## src/rtl/o_timing_if.sv

```systemverilog
// Scope-side sync inputs and tracker results between capture pins and frame-buffer writer.
// slave = tracker side, master = scope/capture side.
interface o_timing_if #(
  parameter int unsigned XW = 10,
  parameter int unsigned YW = 9
);
  logic          ENABLE;
  logic          O_HS;
  logic          O_VS;
  logic [XW-1:0] O_X;
  logic [YW-1:0] O_Y;
  logic          O_VISIBLE;
  logic          LOCKED;
  logic [11:0]   H_MEAS;
  logic [10:0]   V_MEAS;
  logic          HS_POL_DET;
  logic          VS_POL_DET;
  logic          PULSE;
  logic          SYNC;

  modport master (
    output ENABLE, O_HS, O_VS,
    input  O_X, O_Y, O_VISIBLE, LOCKED, H_MEAS, V_MEAS,
           HS_POL_DET, VS_POL_DET, PULSE, SYNC
  );

  modport slave (
    input  ENABLE, O_HS, O_VS,
    output O_X, O_Y, O_VISIBLE, LOCKED, H_MEAS, V_MEAS,
           HS_POL_DET, VS_POL_DET, PULSE, SYNC
  );
endinterface

```

## src/rtl/o_timing_tracker.sv

```systemverilog
// Recovers scope X/Y from HS/VS, measures line/frame timing and qualifies O_VISIBLE with a lock FSM.
// Optional automatic sync polarity detection: define O_TIMING_AUTOPOL_EN.
module o_timing_tracker #(
  parameter int unsigned XW                = 10,
  parameter int unsigned YW                = 9,
  parameter int unsigned H_FRONT_PORCH     = 136,
  parameter int unsigned H_VISIBLE         = 576,
  parameter int unsigned H_TOTAL           = 800,
  parameter int unsigned V_FRONT_PORCH     = 25,
  parameter int unsigned V_VISIBLE         = 378,
  parameter int unsigned V_TOTAL           = 417,
  parameter int unsigned H_TOL             = 2,
  parameter int unsigned V_TOL             = 1,
  parameter int unsigned LOCK_FRAMES       = 3,
  parameter bit          HS_POL            = 1'b0,
  parameter bit          VS_POL            = 1'b0,
  parameter int unsigned FRAMES_PER_TOGGLE = 60,
  parameter int unsigned SYNC_LINE         = 12
) (
  input logic       O_CLK,
  input logic       RESET_N,
  o_timing_if.slave bus
);

  localparam int unsigned HMW = 12;
  localparam int unsigned VMW = 11;
  localparam int unsigned FCW = 24;
  localparam int unsigned GCW = $clog2(LOCK_FRAMES + 1);
  localparam int unsigned PCW = (FRAMES_PER_TOGGLE > 2) ? $clog2(FRAMES_PER_TOGGLE) : 1;

  localparam logic [HMW-1:0] H_LO = HMW'(H_TOTAL - H_TOL);
  localparam logic [HMW-1:0] H_HI = HMW'(H_TOTAL + H_TOL);
  localparam logic [VMW-1:0] V_LO = VMW'(V_TOTAL - V_TOL);
  localparam logic [VMW-1:0] V_HI = VMW'(V_TOTAL + V_TOL);
  localparam logic [FCW-1:0] TIMEOUT_M1 = FCW'(4 * H_TOTAL * V_TOTAL - 1);

  typedef enum logic [1:0] {S_SEARCH, S_TRACK, S_LOCKED} state_e;

  state_e         state, state_nxt;
  logic [GCW-1:0] good_cnt, good_nxt;
  logic           locked;
  logic [XW-1:0]  x;
  logic [YW-1:0]  y;
  logic [HMW-1:0] h_cnt, h_meas, h_inc, h_judge;
  logic [VMW-1:0] v_cnt, v_meas, v_new;
  logic [FCW-1:0] frm_cnt;
  logic [PCW-1:0] fcnt;
  logic           pulse;
  logic           hs_prev, vs_prev;
  logic           hs_pol, vs_pol;
  logic           pol_chg;
  logic           hs_act, vs_act, hs_edge, vs_edge;
  logic           frame_good;

  // Raw sync history; runs regardless of ENABLE so re-enabling never sees a stale edge
  always_ff @(posedge O_CLK) begin
    if (!RESET_N) begin
      hs_prev <= ~HS_POL;
      vs_prev <= ~VS_POL;
    end else begin
      hs_prev <= bus.O_HS;
      vs_prev <= bus.O_VS;
    end
  end

`ifdef O_TIMING_AUTOPOL_EN
  localparam int unsigned PTW = 20;
  logic [PTW-1:0] hs_tmr, hs_tmr_inc, hs_len0, hs_len1;
  logic [PTW-1:0] vs_tmr, vs_tmr_inc, vs_len0, vs_len1;
  logic           hs_pol_nxt, vs_pol_nxt;

  // Active level is the one with the shorter measured phase; wait until both phases are known
  always_comb begin
    hs_tmr_inc = (hs_tmr == '1) ? hs_tmr : hs_tmr + PTW'(1);
    vs_tmr_inc = (vs_tmr == '1) ? vs_tmr : vs_tmr + PTW'(1);
    hs_pol_nxt = hs_pol;
    vs_pol_nxt = vs_pol;
    if (hs_len0 != '0 && hs_len1 != '0) begin
      if (hs_len0 < hs_len1)      hs_pol_nxt = 1'b0;
      else if (hs_len1 < hs_len0) hs_pol_nxt = 1'b1;
    end
    if (vs_len0 != '0 && vs_len1 != '0) begin
      if (vs_len0 < vs_len1)      vs_pol_nxt = 1'b0;
      else if (vs_len1 < vs_len0) vs_pol_nxt = 1'b1;
    end
    pol_chg = bus.ENABLE && ((hs_pol_nxt != hs_pol) || (vs_pol_nxt != vs_pol));
  end

  always_ff @(posedge O_CLK) begin
    if (!RESET_N) begin
      hs_tmr  <= '0;
      hs_len0 <= '0;
      hs_len1 <= '0;
      vs_tmr  <= '0;
      vs_len0 <= '0;
      vs_len1 <= '0;
      hs_pol  <= HS_POL;
      vs_pol  <= VS_POL;
    end else if (bus.ENABLE) begin
      if (bus.O_HS != hs_prev) begin
        if (hs_prev) hs_len1 <= hs_tmr_inc;
        else         hs_len0 <= hs_tmr_inc;
        hs_tmr <= '0;
      end else begin
        hs_tmr <= hs_tmr_inc;
      end
      if (bus.O_VS != vs_prev) begin
        if (vs_prev) vs_len1 <= vs_tmr_inc;
        else         vs_len0 <= vs_tmr_inc;
        vs_tmr <= '0;
      end else begin
        vs_tmr <= vs_tmr_inc;
      end
      hs_pol <= hs_pol_nxt;
      vs_pol <= vs_pol_nxt;
    end
  end
`else
  assign hs_pol  = HS_POL;
  assign vs_pol  = VS_POL;
  assign pol_chg = 1'b0;
`endif

  // Edge detection and frame qualification against nominal totals
  always_comb begin
    hs_act     = (bus.O_HS == hs_pol);
    vs_act     = (bus.O_VS == vs_pol);
    hs_edge    = hs_act && (hs_prev != hs_pol);
    vs_edge    = vs_act && (vs_prev != vs_pol);
    h_inc      = (h_cnt == '1) ? h_cnt : h_cnt + HMW'(1);
    v_new      = (hs_edge && v_cnt != '1) ? v_cnt + VMW'(1) : v_cnt;
    h_judge    = hs_edge ? h_inc : h_meas;
    frame_good = (h_judge >= H_LO) && (h_judge <= H_HI) && (v_new >= V_LO) && (v_new <= V_HI);
  end

  // Lock FSM next state; a VS edge takes priority over the frame timeout
  always_comb begin
    state_nxt = state;
    good_nxt  = good_cnt;
    if (bus.ENABLE) begin
      if (pol_chg || (!vs_edge && frm_cnt >= TIMEOUT_M1)) begin
        state_nxt = S_SEARCH;
        good_nxt  = '0;
      end else if (vs_edge) begin
        case (state)
          S_SEARCH: begin
            state_nxt = S_TRACK;
            good_nxt  = '0;
          end
          S_TRACK: begin
            if (!frame_good) begin
              good_nxt = '0;
            end else if (good_cnt >= GCW'(LOCK_FRAMES - 1)) begin
              state_nxt = S_LOCKED;
              good_nxt  = '0;
            end else begin
              good_nxt = good_cnt + GCW'(1);
            end
          end
          S_LOCKED: begin
            if (!frame_good) begin
              state_nxt = S_TRACK;
              good_nxt  = '0;
            end
          end
          default: begin
            state_nxt = S_SEARCH;
            good_nxt  = '0;
          end
        endcase
      end
    end
  end

  always_ff @(posedge O_CLK) begin
    if (!RESET_N) begin
      state    <= S_SEARCH;
      good_cnt <= '0;
      locked   <= 1'b0;
      x        <= '0;
      y        <= '0;
      h_cnt    <= '0;
      h_meas   <= '0;
      v_cnt    <= '0;
      v_meas   <= '0;
      frm_cnt  <= '0;
      fcnt     <= '0;
      pulse    <= 1'b0;
    end else if (bus.ENABLE) begin
      state    <= state_nxt;
      good_cnt <= good_nxt;
      locked   <= (state_nxt == S_LOCKED);
      if (hs_act)         x <= '0;
      else if (x != '1)   x <= x + XW'(1);
      if (vs_act)                  y <= '0;
      else if (hs_edge && y != '1) y <= y + YW'(1);
      if (hs_edge) begin
        h_meas <= h_inc;
        h_cnt  <= '0;
      end else begin
        h_cnt  <= h_inc;
      end
      if (vs_edge) begin
        v_meas  <= v_new;
        v_cnt   <= '0;
        frm_cnt <= '0;
        if (fcnt == PCW'(FRAMES_PER_TOGGLE - 1)) begin
          fcnt  <= '0;
          pulse <= ~pulse;
        end else begin
          fcnt  <= fcnt + PCW'(1);
        end
      end else begin
        v_cnt   <= v_new;
        if (frm_cnt != '1) frm_cnt <= frm_cnt + FCW'(1);
      end
    end
  end

  // Position relative to the visible window; combinational from the X/Y registers
  assign bus.O_X        = x - XW'(H_FRONT_PORCH);
  assign bus.O_Y        = y - YW'(V_FRONT_PORCH);
  assign bus.O_VISIBLE  = bus.ENABLE && locked &&
                          (x >= XW'(H_FRONT_PORCH)) && (x < XW'(H_FRONT_PORCH + H_VISIBLE)) &&
                          (y >= YW'(V_FRONT_PORCH)) && (y < YW'(V_FRONT_PORCH + V_VISIBLE));
  assign bus.SYNC       = (y == YW'(SYNC_LINE));
  assign bus.LOCKED     = locked;
  assign bus.H_MEAS     = h_meas;
  assign bus.V_MEAS     = v_meas;
  assign bus.PULSE      = pulse;
  assign bus.HS_POL_DET = hs_pol;
  assign bus.VS_POL_DET = vs_pol;

endmodule

```

## src/flat_wrapper.sv

```systemverilog
// flat-port wrapper written by rule: the top's interface ports become plain ports
module o_timing_tracker_flat 
#(
  parameter int unsigned XW                = 10,
  parameter int unsigned YW                = 9,
  parameter int unsigned H_FRONT_PORCH     = 136,
  parameter int unsigned H_VISIBLE         = 576,
  parameter int unsigned H_TOTAL           = 800,
  parameter int unsigned V_FRONT_PORCH     = 25,
  parameter int unsigned V_VISIBLE         = 378,
  parameter int unsigned V_TOTAL           = 417,
  parameter int unsigned H_TOL             = 2,
  parameter int unsigned V_TOL             = 1,
  parameter int unsigned LOCK_FRAMES       = 3,
  parameter bit          HS_POL            = 1'b0,
  parameter bit          VS_POL            = 1'b0,
  parameter int unsigned FRAMES_PER_TOGGLE = 60,
  parameter int unsigned SYNC_LINE         = 12
)
  (O_CLK, RESET_N, bus_ENABLE, bus_O_HS, bus_O_VS, bus_O_X, bus_O_Y, bus_O_VISIBLE, bus_LOCKED, bus_H_MEAS, bus_V_MEAS, bus_HS_POL_DET, bus_VS_POL_DET, bus_PULSE, bus_SYNC);
  o_timing_if #(.XW(XW), .YW(YW)) bus_i ();
  input logic O_CLK;
  input logic RESET_N;
  input wire logic [$bits(bus_i.ENABLE)-1:0] bus_ENABLE;
  input wire logic [$bits(bus_i.O_HS)-1:0] bus_O_HS;
  input wire logic [$bits(bus_i.O_VS)-1:0] bus_O_VS;
  output wire logic [$bits(bus_i.O_X)-1:0] bus_O_X;
  output wire logic [$bits(bus_i.O_Y)-1:0] bus_O_Y;
  output wire logic [$bits(bus_i.O_VISIBLE)-1:0] bus_O_VISIBLE;
  output wire logic [$bits(bus_i.LOCKED)-1:0] bus_LOCKED;
  output wire logic [$bits(bus_i.H_MEAS)-1:0] bus_H_MEAS;
  output wire logic [$bits(bus_i.V_MEAS)-1:0] bus_V_MEAS;
  output wire logic [$bits(bus_i.HS_POL_DET)-1:0] bus_HS_POL_DET;
  output wire logic [$bits(bus_i.VS_POL_DET)-1:0] bus_VS_POL_DET;
  output wire logic [$bits(bus_i.PULSE)-1:0] bus_PULSE;
  output wire logic [$bits(bus_i.SYNC)-1:0] bus_SYNC;
  assign bus_i.ENABLE = bus_ENABLE;
  assign bus_i.O_HS = bus_O_HS;
  assign bus_i.O_VS = bus_O_VS;
  assign bus_O_X = bus_i.O_X;
  assign bus_O_Y = bus_i.O_Y;
  assign bus_O_VISIBLE = bus_i.O_VISIBLE;
  assign bus_LOCKED = bus_i.LOCKED;
  assign bus_H_MEAS = bus_i.H_MEAS;
  assign bus_V_MEAS = bus_i.V_MEAS;
  assign bus_HS_POL_DET = bus_i.HS_POL_DET;
  assign bus_VS_POL_DET = bus_i.VS_POL_DET;
  assign bus_PULSE = bus_i.PULSE;
  assign bus_SYNC = bus_i.SYNC;
  o_timing_tracker #(.XW(XW), .YW(YW), .H_FRONT_PORCH(H_FRONT_PORCH), .H_VISIBLE(H_VISIBLE), .H_TOTAL(H_TOTAL), .V_FRONT_PORCH(V_FRONT_PORCH), .V_VISIBLE(V_VISIBLE), .V_TOTAL(V_TOTAL), .H_TOL(H_TOL), .V_TOL(V_TOL), .LOCK_FRAMES(LOCK_FRAMES), .HS_POL(HS_POL), .VS_POL(VS_POL), .FRAMES_PER_TOGGLE(FRAMES_PER_TOGGLE), .SYNC_LINE(SYNC_LINE)) u_core (.O_CLK(O_CLK), .RESET_N(RESET_N), .bus(bus_i));
endmodule
```

## config.mk

```make
export PLATFORM = sky130hd
export DESIGN_NAME = o_timing_tracker_flat
export DESIGN_NICKNAME = d
export VERILOG_FILES = /design/src/rtl/o_timing_if.sv /design/src/rtl/o_timing_tracker.sv /design/src/flat_wrapper.sv
export SDC_FILE = /design/constraint.sdc
export NUM_CORES = 1
export LEC_CHECK = 0
export CORE_ASPECT_RATIO = 2
export CORE_MARGIN = 1
export CORE_UTILIZATION = 35
export CTS_CLUSTER_SIZE = 8
export DETAILED_ROUTE_END_ITERATION = 10
export PLACE_DENSITY_LB_ADDON = 0.12
export SLEW_MARGIN = 20
export SYNTH_ARGS = -nofsm -noshare
export SYNTH_HDL_FRONTEND = slang
export SYNTH_SLANG_ARGS = --single-unit
```

## constraint.sdc

```tcl
create_clock -name O_CLK -period 7.55 [get_ports O_CLK]
set_input_delay 1.51 -clock O_CLK [delete_from_list [all_inputs] [get_ports O_CLK]]
set_output_delay 1.51 -clock O_CLK [all_outputs]
set_load 0.05 [all_outputs]
```

==> results.ini <==
[worst_setup_path]
start_kind = input port
cp-end-kind = primary output
path_class = input port to primary output
arrival_ns = 2.77
cp.required_ns = 6.04
rrSetupSlack_ns = 4.20
path_max_fanout = 2
crit_start = bus_ENABLE
r2r_cells = 9
r2r_end = u_core.good_cnt[0]
worstReg2RegStart = u_core.h_cnt[0]

[sta]
max_freq_mhz = 233
setup_slack_ns = 3.27
worstMarginPinSlew_ns = 1.00
fin_crit_sh = 0.567
timing_hold_violations_final = 0
tns_ns = 0
setup_violations = 0
finClkSkew_ns = 0.0112
max-slew-margin-rel = 0.332
fin_crit_ns = 4.28
rsz0062_at_grt = no
maxSlewViolCount = 0
holdWs_ns = 0.458

[final_layout]
final_cell_mix = nor2_1 (119), dfxtp_1 (103), nand2_1 (57)
fin_util = 0.409
fin_cells = 936
final_common_cell = nor2_1
layout-drive-gt1-share = 0.0435
final_net_count = 748
final_area_um2 = 6460
areaGrowthSynthToFinish_pct = 14.3
diodes = 0

[drt]
dr.pass1.iters = 4
drt_iter0_drc = 209
vias_per_cell = 5.44
vias = 5092
ant_nets = 0
totalWireLength_mm = 14.8
route.detailed.drc = 0
drt-wirelength-per-cell_um = 15.9

[synth]
synth_warnings = 0
yosysSeqAreaShare = 0.365
synth_edf_count = 0
async_reset_ff_frac = 0
synthDistinctLibCells = 62
avgSynthCellArea_um2 = 7.89
syn-cell-area_um2 = 5650
synth_cells = 716
ys_ff_latch = 103
synth_ff_type = dfxtp_1

[hold_path]
hp-class = register to register
worstHoldPathCells = 2
hp-start = u_core.bus.V_MEAS[4]
min_to = u_core.bus.V_MEAS[4]

[global_routing]
first_global_vias = 4916
grt_pass1_wl_mm = 24.5
antenna_found_initial = 0
overflow = 0
grt_max_degree = 55
grtUsageTotal = 0.183

[power]
ir_drop_uv = 112
p_leak_nw = 2.23
power_mw = 1.12
powerDensity_nw_per_um2 = 174

[placed_design]
hpwl_mm = 10.7
io_buffers = 50
dpl.cell_count = 920
place_ws_ns = 2.90
place_congestion = 0.863
placed_cell_area_um2 = 6170

[floorplan]
die_h_um = 182
num_rows = 65
die_area_um2 = 16700
ioPinCount = 53
initial_utilization = 0.358
die_x_um = 91.8
core_area_um2 = 15800

[cts]
cts_sinks = 103
clock_latency_ns = 0.35
root_buffer = clkbuf_16
h-tree-depth = 3
cts_setup_buffers = 0
cts_tree = yes
ctsResizeCount = 0
clk_pin_slew_ns = 0.07
clockBufferDepth = 2
cts-hold-fix-buffers = 0
tritoncts.num_buffers = 9

[status]
outcome = finished clean

[flow_run]
drv_cap = 0

cells by family after synthesis:
group,synth area share
AO/OA/AOI/OAI,0.166
flip-flops,0.365
XOR/XNOR,0.0915
AND/OR/NAND/NOR,0.280
multiplexers,0.0106
adder cells (fa/ha/maj),0.0288
other,0.000664
buffers and inverters,0.0576
synth_stat cells (5+ instances only):
| master | number | area (um^2) |
|---|---|---|
| nand2b_1 | 10 | 62.6 |
| dfxtp_1 | 103 | 2060 |
| buf_2 | 10 | 50.1 |
| xnor2_1 | 19 | 166 |
| nand3_1 | 32 | 160 |
| a22oi_1 | 5 | 37.5 |
| and4_1 | 9 | 78.8 |
| buf_4 | 6 | 45.0 |
| nand4_1 | 15 | 93.8 |
| a211oi_1 | 16 | 120 |
| nor3_1 | 20 | 100 |
| and2_1 | 5 | 31.3 |
| and3_1 | 11 | 68.8 |
| inv_1 | 15 | 56.3 |
| o21ai_0 | 20 | 100 |
| ha_1 | 13 | 163 |
| nor4_1 | 8 | 50.1 |
| a21oi_1 | 51 | 255 |
| o31a_1 | 5 | 43.8 |
| nand3b_1 | 5 | 37.5 |
| nand2_1 | 57 | 214 |
| nor2_1 | 120 | 450 |
| a31oi_1 | 12 | 75.1 |
| xor2_1 | 40 | 350 |
| or3_1 | 7 | 43.8 |
| mux2i_1 | 6 | 60.1 |
| clkbuf_1 | 31 | 116 |
sequential cells by signal, indices dropped and copies added (netlist names), 2 cells and up:
register,flops
u_core.v_cnt,11
u_core.bus.V_MEAS,11
u_core.frm_cnt,24
u_core.y,9
u_core.state,2
u_core.bus.H_MEAS,12
u_core.fcnt,6
u_core.x,10
u_core.h_cnt,12
u_core.good_cnt,2
metal layers:
metal  share of wire  up-vias  global-route usage
met1            0.39     2421               0.197
met4           0.026        0              0.0700
met2            0.56       97               0.351
met5               0        -                   0
li1                -     2550                   -
met3           0.028       24              0.0243
worst max-delay path by stage:
stage / to / slack, ns / cells after the start
after floorplan: bus_O_VISIBLE / 2.65 / 4
after global placement: u_core.fcnt[0] / 2.97 / 8
after detailed placement: u_core.fcnt[5] / 2.90 / 8
after CTS: bus_O_VISIBLE / 3.25 / 4
after global routing: bus_O_VISIBLE / 3.11 / 8
final: bus_O_VISIBLE / 3.27 / 4
area by class of cell:
| cell class | count | area, um^2 |
|---|---|---|
| Clock buffer | 12 | 256 |
| Clock inverter | 4 | 30.0 |
| Fill cell | 1650 | 9320 |
| Inverter | 17 | 63.8 |
| Multi-Input combinational cell | 545 | 3270 |
| Sequential cell | 103 | 2060 |
| Tap cell | 201 | 251 |
| Timing Repair Buffer | 54 | 526 |
report_power, final:
group	internal, mW	switching (mW)
Combinational	0.0343	0.0774
Sequential	0.552	0.0103
Clock	0.243	0.206
Total	0.829	0.294
worst max-delay path: stages:
cell and delay, ns:
buf_2 0.10, nand3_1 0.06, a311oi_1 0.24, clkdlybuf4s50_1 0.86
No activity file was read; power rests on OpenSTA's default activity.
